--- src/rtl/ps2_kbd_rx.sv ---
`default_nettype none
// ============================================================================
// Module   : ps2_kbd_rx
// Brief    : PS/2 device-to-host receiver with clock filter, frame checker,
//            FWFT byte FIFO, level IRQ and clock-inhibit when nearly full.
// Revision : 1.0
// ============================================================================
module ps2_kbd_rx #(
    parameter int FILTER_LEN     = 8,
    parameter int TIMEOUT_CYCLES = 100000,
    parameter int FIFO_AW        = 3
) (
    input  logic       clk_chipset,
    input  logic       reset_n,
    input  logic       ps2_clk_i,
    input  logic       ps2_dat_i,
    output logic       ps2_clk_oe,
    input  logic       rd_en,
    output logic [7:0] rd_data,
    output logic       rd_valid,
    output logic       irq,
    output logic       err_parity,
    output logic       err_frame,
    output logic       overflow,
    input  logic       ovf_clr
);
    localparam int c_depth = 2 ** FIFO_AW;
    localparam int c_fw    = (FILTER_LEN > 1) ? $clog2(FILTER_LEN) : 1;
    localparam int c_tw    = $clog2(TIMEOUT_CYCLES + 1);
    localparam logic [c_fw-1:0]  c_filt_max = c_fw'(FILTER_LEN - 1);
    localparam logic [c_tw-1:0]  c_tmo      = c_tw'(TIMEOUT_CYCLES);
    localparam logic [FIFO_AW:0] c_full     = (FIFO_AW + 1)'(c_depth);
    localparam logic [FIFO_AW:0] c_thresh   = (FIFO_AW + 1)'(c_depth - 1);

    localparam logic [2:0] c_st_idle   = 3'd0;
    localparam logic [2:0] c_st_data   = 3'd1;
    localparam logic [2:0] c_st_parity = 3'd2;
    localparam logic [2:0] c_st_stop   = 3'd3;
    localparam logic [2:0] c_st_check  = 3'd4;

    logic            r_clk_s1, r_clk_s2, r_dat_s1, r_dat_s2;
    logic            r_filt, r_fe;
    logic [c_fw-1:0] r_filt_cnt;
    logic [2:0]      r_state, w_state_next;
    logic [2:0]      r_bitcnt;
    logic [7:0]      r_sr;
    logic            r_par, r_stop;
    logic [c_tw-1:0] r_tcnt;
    logic            w_timeout, w_push, w_err_parity, w_err_frame;

    logic [7:0]         r_mem [c_depth];
    logic [FIFO_AW-1:0] r_wptr, r_rptr;
    logic [FIFO_AW:0]   r_count, w_count_next;
    logic               r_ovf, r_oe;
    logic               w_full, w_do_push, w_do_pop, w_ovf_set;

    // The filtered clock only follows the synchronized pad after FILTER_LEN
    // consecutive differing samples; fe marks the 1->0 update.
    always_ff @(posedge clk_chipset or negedge reset_n) begin
        if (!reset_n) begin
            r_clk_s1   <= 1'b1;
            r_clk_s2   <= 1'b1;
            r_dat_s1   <= 1'b1;
            r_dat_s2   <= 1'b1;
            r_filt     <= 1'b1;
            r_filt_cnt <= '0;
            r_fe       <= 1'b0;
        end else begin
            r_clk_s1 <= ps2_clk_i;
            r_clk_s2 <= r_clk_s1;
            r_dat_s1 <= ps2_dat_i;
            r_dat_s2 <= r_dat_s1;
            r_fe     <= 1'b0;
            if (r_clk_s2 == r_filt) begin
                r_filt_cnt <= '0;
            end else if (r_filt_cnt == c_filt_max) begin
                r_filt     <= r_clk_s2;
                r_filt_cnt <= '0;
                r_fe       <= ~r_clk_s2;
            end else begin
                r_filt_cnt <= r_filt_cnt + c_fw'(1);
            end
        end
    end

    assign w_timeout = (r_state != c_st_idle) && (r_tcnt >= c_tmo);

    always_ff @(posedge clk_chipset or negedge reset_n) begin
        if (!reset_n) r_state <= c_st_idle;
        else          r_state <= w_state_next;
    end

    always_comb begin
        w_state_next = r_state;
        if (w_timeout) begin
            w_state_next = c_st_idle;
        end else begin
            case (r_state)
                c_st_idle:   if (r_fe && !r_dat_s2) w_state_next = c_st_data;
                c_st_data:   if (r_fe && (r_bitcnt == 3'd7)) w_state_next = c_st_parity;
                c_st_parity: if (r_fe) w_state_next = c_st_stop;
                c_st_stop:   if (r_fe) w_state_next = c_st_check;
                default:     w_state_next = c_st_idle;
            endcase
        end
    end

    always_comb begin
        w_push       = 1'b0;
        w_err_parity = 1'b0;
        w_err_frame  = 1'b0;
        if (w_timeout) begin
            w_err_frame = 1'b1;
        end else if (r_state == c_st_idle) begin
            w_err_frame = r_fe && r_dat_s2;
        end else if (r_state == c_st_check) begin
            if ((^r_sr ^ r_par) != 1'b1) w_err_parity = 1'b1;
            else if (!r_stop)            w_err_frame  = 1'b1;
            else                         w_push       = 1'b1;
        end
    end

    always_ff @(posedge clk_chipset or negedge reset_n) begin
        if (!reset_n) begin
            r_bitcnt <= '0;
            r_sr     <= '0;
            r_par    <= 1'b0;
            r_stop   <= 1'b0;
            r_tcnt   <= '0;
        end else begin
            if ((r_state == c_st_idle) || r_fe) r_tcnt <= '0;
            else                                r_tcnt <= r_tcnt + c_tw'(1);
            if (r_fe) begin
                case (r_state)
                    c_st_idle:   r_bitcnt <= '0;
                    c_st_data: begin
                        r_sr     <= {r_dat_s2, r_sr[7:1]};
                        r_bitcnt <= r_bitcnt + 3'd1;
                    end
                    c_st_parity: r_par  <= r_dat_s2;
                    c_st_stop:   r_stop <= r_dat_s2;
                    default:     r_bitcnt <= r_bitcnt;
                endcase
            end
        end
    end

    // A pop in the same cycle frees the slot, so a push into a full FIFO
    // only overflows when no pop accompanies it.
    assign w_full    = (r_count == c_full);
    assign w_do_pop  = rd_en && (r_count != '0);
    assign w_do_push = w_push && (!w_full || w_do_pop);
    assign w_ovf_set = w_push && w_full && !w_do_pop;

    always_comb begin
        w_count_next = r_count;
        case ({w_do_push, w_do_pop})
            2'b10:   w_count_next = r_count + (FIFO_AW + 1)'(1);
            2'b01:   w_count_next = r_count - (FIFO_AW + 1)'(1);
            default: w_count_next = r_count;
        endcase
    end

    always_ff @(posedge clk_chipset) begin
        if (w_do_push) r_mem[r_wptr] <= r_sr;
    end

    always_ff @(posedge clk_chipset or negedge reset_n) begin
        if (!reset_n) begin
            r_wptr  <= '0;
            r_rptr  <= '0;
            r_count <= '0;
            r_ovf   <= 1'b0;
            r_oe    <= 1'b0;
        end else begin
            if (w_do_push) r_wptr <= r_wptr + FIFO_AW'(1);
            if (w_do_pop)  r_rptr <= r_rptr + FIFO_AW'(1);
            r_count <= w_count_next;
            if (w_ovf_set)    r_ovf <= 1'b1;
            else if (ovf_clr) r_ovf <= 1'b0;
            // Registered from next-state values so the pad never pulses mid-frame.
            r_oe <= (w_count_next >= c_thresh) && (w_state_next == c_st_idle);
        end
    end

    assign rd_valid   = (r_count != '0);
    assign irq        = rd_valid;
    assign rd_data    = rd_valid ? r_mem[r_rptr] : 8'h00;
    assign overflow   = r_ovf;
    assign ps2_clk_oe = r_oe;
    assign err_parity = w_err_parity;
    assign err_frame  = w_err_frame;

endmodule
`default_nettype wire

--- config.mk ---
export PLATFORM = sky130hd
export DESIGN_NAME = ps2_kbd_rx
export DESIGN_NICKNAME = d
export VERILOG_FILES = /design/src/rtl/ps2_kbd_rx.sv
export SDC_FILE = /design/constraint.sdc
export NUM_CORES = 1
export LEC_CHECK = 0
export ABC_AREA = 1
export BUFFER_PORTS_ARGS = -buffer_cell sky130_fd_sc_hd__buf_2
export CORE_MARGIN = 2
export CORE_UTILIZATION = 60
export DETAILED_ROUTE_END_ITERATION = 8
export HOLD_SLACK_MARGIN = 0.12
export PLACE_DENSITY_LB_ADDON = 0.2
export SLEW_MARGIN = 10
export SYNTH_ARGS = -nofsm -noshare
export SYNTH_HDL_FRONTEND = slang
export SYNTH_SLANG_ARGS = --single-unit
--- constraint.sdc ---
create_clock -name clk_chipset -period 2.9 [get_ports clk_chipset]
set_input_delay 0.145 -clock clk_chipset [delete_from_list [all_inputs] [get_ports clk_chipset]]
set_output_delay 0.145 -clock clk_chipset [all_outputs]
set_load 0.01 [all_outputs]
**Yosys cells after proc, flatten, opt, wreduce, memory -nomap -nowiden**

Memories as Yosys holds them, arrays and structs flattened.
Index checks and enable logic that the tools add are counted.
Widths: inputs -> output; s select.

- Flip-flop bits (word level): 54
- RAM bits: 64
- Bits of input ports: 6
- Output and inout bits: 14
- Logic and storage cells: 99
- Memories: 1

- $add $sub $neg: 7
- Magnitude comparators: 2
- Equal/unequal tests: 10
- Muxes and demuxes: 32
- Bitwise operators: 3
- Reduce and logical (&&, ||, !) cells: 26

Memories:

| name | words | width | rd ports | clocked after Yosys merged registers in | write ports | RTL line | text |
|---|---|---|---|---|---|---|---|
| r_mem | 8 | 8 | 1 | 0 | 1 | 51 | `logic [7:0] r_mem [c_depth];` |

Operator list:

| kind | number |
|---|---|
| $mux 3 | 7 |
| $mux 1 | 20 |
| $add 17x1->17 const B | 1 |
| $ge 17x17->1 const B | 1 |
| $mux 17 | 1 |
| $add 3x1->3 const B | 4 |
| $pmux 3 s4 | 1 |
| $reduce_and 2->1 | 5 |
| $eq 3x3->1 const B | 3 |
| $logic_and 1x1->1 | 9 |
| $mux 8 | 1 |
| $pmux 4 s2 | 1 |
| $reduce_xor 8->1 | 1 |
| $eq 3x2->1 const B | 2 |
| $logic_not 3->1 | 2 |
| $pmux 3 s2 | 1 |
| $add 4x1->4 const B | 1 |
| $eq 4x4->1 const B | 1 |
| $ge 4x3->1 const B | 1 |
| $reduce_bool 2->1 | 2 |
| $reduce_bool 4->1 | 1 |
| $sub 4x1->4 const B | 1 |
| $eq 3x1->1 const B | 1 |
| $logic_not 1->1 | 3 |
| 7 further kinds | 9 |

**Longest topological paths before layout**

- Word-level depth: 11
- Depth in mapped cells: 22

**Worst setup path after synthesis**

OpenSTA, ideal clock, no wires.

- Path type: register to register
- Start: reg r_sr[2]
- End: reg r_oe, in the netlist ps2_clk_oe
- Setup time: 0.073 ns
- Arrival: 2.291 ns
- Required time: 2.827 ns
- Slack: 0.536 ns
- Stages on the path, launching flop included: 22
- Buffers on the path: 0
- Clock period less this slack: 2.364 ns
- Cell sequence: dfrtp_1 > inv_1 > nand2_1 > nand3_1 > nand3_1 > nand2_1 > nand2_2 > nand2_4 > inv_2 > nand2_2 > nand2_2 > inv_1 > ha_1 > nand2_1 > nor2_1 > a211oi_1 > nand2_1 > nand2_1 > nand2_1 > nand2_1 > nand2_2 > a21oi_2

- Longest elaborated chain between the ends: 11

RTL lines:

| element | RTL line | text |
|---|---|---|
| start: declaration | 46 | `logic [7:0] r_sr;` |
| start signal: assignment | 137 | `r_sr <= {r_dat_s2, r_sr[7:1]};` |
| $reduce_xor 8->1 * | 117 | `if ((^r_sr ^ r_par) != 1'b1) w_err_parity = 1'b1;` |
| $xor 1x1->1 * | 117 |  |
| $mux 1 * | 117 |  |
| $mux 1 * | 116 | `end else if (r_state == c_st_check) begin` |
| $mux 1 * | 114 | `end else if (r_state == c_st_idle) begin` |
| $mux 1 * | 112 | `if (w_timeout) begin` |
| $logic_and 1x1->1 * | 152 | `assign w_do_push = w_push && (!w_full \|\| w_do_pop);` |
| $eq 2x1->1 or $eq 2x2->1 (tied branches) | 157 | `case ({w_do_push, w_do_pop})` |
| $pmux 4 s2 * | 157 |  |
| $ge 4x3->1 * | 182 | `r_oe <= (w_count_next >= c_thresh) && (w_state_next == c_st_idle);` |
| $logic_and 1x1->1 * | 182 |  |
| end signal: assignment | 182 |  |
| end: declaration | 54 | `logic r_ovf, r_oe;` |

Mark *: on every way between the ends. The rest lies on a longest branch, timed or not.
A chain may end at the register's enable or synchronous reset.

**Worst setup path in the final report**

Ends and elaborated chain as after synthesis.

==> flow_summary.toml <==
[setup_path]
cp_max_fo = 12
critPathKind = "reg -> reg"
start_kind = "flop"
worstPathRequired_ns = 3.35
cp-end-kind = "flop"
startpoint = "r_sr[2]$_DFFE_PN0P_"
cp.arrival_ns = 3.06
r2r_start = "r_sr[2]$_DFFE_PN0P_"

[synth]
yosys_warnings = 0
yosysTopAreaCellShare_pct = 36.1
synth_cell_type_count = 38
synthArstFlopShare_pct = 45.8
synth_edf_count = 64
synth_top_flop_cell = "edfxtp_1"
ys_top_cells_by_area = "edfxtp_1 36%, dfrtp_1 23%, o21ai_0 5.6%"
ys_seq_area_share_pct = 61.6
netlist_area_sq_mm = 0.00533
synth_commonest_cells = "77 x nand2_1, 72 x nor2_1, 64 x edfxtp_1, 60 x o21ai_0, 49 x dfrtp_1"
syn-num-nets = 540
synthCells = 523
syn_area_per_cell_sq_um = 10.2
synth-seq-cells = 118
synth_most_common_cell = "nand2_1"
synth_top_area_cell = "edfxtp_1"

[die]
start_util_pct = 61.4
die_h_um = 98.2
coreArea_sq_mm = 0.00868
ioPinCount = 20
die_w_um = 98.2
fp-row-count = 34
design.die.area_sq_mm = 0.00965

[sta]
period_minus_slack_ns = 2.61
setup_viol = 0
hold_viol = 0
tns_ns = 0
relSlewSlack_pct = 49.3
min_period_over_period_pct = 89.9
fin_skew_ns = 0.0104
drv_slew = 0
worst_pin_slew_ns = 0.759
fmax_ghz = 0.383
rsz0062_at_grt = "no"

[power]
pwr_density_cell_mw_per_mm2 = 828
vdd_drop_max_mv = 0.524
power_leakage_nw = 2.63
total_power_mw = 5.19

[clock_tree]
cts.sinks = 118
htree_levels = 4
tritoncts = "built"
clk_pin_slew_worst_paths_ns = 0.06
numCtsBuffers = 17
root_buffer = "clkbuf_8"
clock_latency_ns = 0.52
clock_path_buffers = 2

[routing]
drt-total-wl_um = 11400
vias_per_cell = 5.63
wl_per_cell_um = 16.5
drc = 0
ant_nets = 0
drt-initial-drc-count = 242
vias = 3885
drtPass1Iterations = 5

[placement]
io_buffers = 19
gp_congestion = 0.889
placed_cells = 650
dp_hpwl_um = 6870

[layout]
fin_cells = 690
drive_gt1_share_pct = 22.3
fin_nets = 586
fillCellCount = 576
num_antenna_cells = 0
synthToLayoutAreaGrowth_pct = 17.7

[global_route]
grt_overflow = 0
grt_max_degree = 35
antenna_found_initial = 0
grt_first_pass_wirelength_um = 18900
grt_pass1_vias = 3964
grt_usage_pct = 25.5

[status]
status = "completed"

[min_path]
hold_class = "in -> async"

[flow_run]
cap_violations = 0
## worst paths after layout
path,slack (ns),cells after the start,to
worst max register to register,0.29,22,ps2_clk_oe$_DFF_PN0_
worst max-delay path,0.29,22,ps2_clk_oe$_DFF_PN0_
worst min-delay path,0.17,3,r_rptr[0]$_DFFE_PN0P_
max in group asynchronous,1.60,3,r_tcnt[3]$_DFF_PN0_
min in group clk_chipset,0.27,2,r_dat_s1$_DFF_PN1_
worst min register to register,0.36,0,r_clk_s2$_DFF_PN1_
## timing repair
action                                  4_1_cts  5_1_grt
resized for setup                             0        8
endpoints found under the setup margin        0        2
buffers inserted                              0        2
hold buffers                                  6        0
endpoints found under the hold margin        55        0
## registers in the layout, summed over array words and instances, names as in the netlist
signal      flops
r_count         4
ps2_clk_oe      1
r_bitcnt        3
r_state         3
r_filt          1
r_mem          64
r_wptr          3
r_filt_cnt      3
r_sr            8
r_dat_s1        1
r_dat_s2        1
r_fe            1
r_rptr          3
overflow        1
r_par           1
r_clk_s1        1
r_clk_s2        1
r_stop          1
r_tcnt         17
## per-layer routing
layer | global-route usage [%] | vias to the layer above | part of all wire [%]
met5 | 0 | - | 0
met4 | 10.0 | 0 | 1.7
met3 | 6.51 | 21 | 6.9
met2 | 43.5 | 149 | 53
met1 | 31.3 | 1861 | 38
li1 | - | 1854 | -
## worst max-delay path, cell delays in order (launching register included)
cell      delay, ns
dfrtp_2        0.48
inv_1          0.12
nand2_1        0.06
nand3_1        0.08
nand2_1        0.07
nand2_2        0.07
nand2_1        0.06
nand2_2        0.09
nand2_4        0.06
inv_2          0.06
nand2_2        0.06
nand2_2        0.09
inv_1          0.08
ha_1           0.32
nand2_1        0.08
nor2_1         0.04
a211oi_1       0.23
nand2_1        0.08
nand2_1        0.09
nand2_1        0.06
nand2_1        0.07
nand2_2        0.06
a21oi_2        0.12
## stage by stage
stage	worst slack, ns	hold slack [ns]	instance area [sq um]	utilization [%]
2_1_floorplan	0.536	-0.151	5330	-
3_3_place_gp	0.335	0.0933	5600	64.5
3_5_place_dp	0.196	0.0992	5600	64.5
4_1_cts	0.175	0.151	6240	71.9
5_1_grt	0.00208	0.190	6270	72.2
6_report	0.292	0.166	6270	72.2
## area by class of cell
cell class / instances / area (sq um) / share of cell area (%)
tap: 108 / 135 / 2.16
timing repair buffer: 40 / 268 / 4.27
multi-input combinational: 334 / 1780 / 28.3
inverter: 58 / 218 / 3.47
clock buffer: 17 / 414 / 6.61
sequential: 118 / 3290 / 52.5
clock inverter: 15 / 168 / 2.67
## logic make-up (layout without fill, tap and decap cells)
group | after synthesis | count (layout) | synth area share [%]
compound gates | 99 | 99 | 10.1
fa+ha+maj | 11 | 11 | 2.72
simple gates | 218 | 218 | 19.6
xor+xnor | 6 | 6 | 0.987
flops | 118 | 118 | 61.6
buf+inv | 71 | 130 | 5.07
## cell usage in the layout (no fill, tap or decap), types with 2 or more instances in the layout
cell,n
inv_1,45
nand3_1,17
clkinv_1,2
dfstp_2,5
nand3_2,5
nand2_1,77
o21ai_1,2
a31oi_1,8
clkinvlp_4,2
inv_2,11
buf_4,15
ha_1,10
inv_6,7
dfrtp_1,41
nor2_2,6
dlygate4sd3_1,6
a21oi_2,2
dfrtp_2,8
buf_2,19
o21ai_0,60
clkinv_4,3
a211oi_1,2
edfxtp_1,64
xor2_1,5
nand2_2,12
bufinv_16,2
a21oi_1,14
o22ai_1,9
nor3_1,10
nor2_1,72
nor2_4,5
nor3_2,6
clkbuf_16,16
## report_power, final
group / internal, mW / leakage (nW) / switching [mW] / total, mW
registers: 1.85 / 1.32 / 0.0600 / 1.91
clock network: 1.24 / 0.281 / 0.805 / 2.05
logic: 0.434 / 1.02 / 0.801 / 1.24
total: 3.52 / 2.63 / 1.67 / 5.19
(Power assumes the default switching activity.)
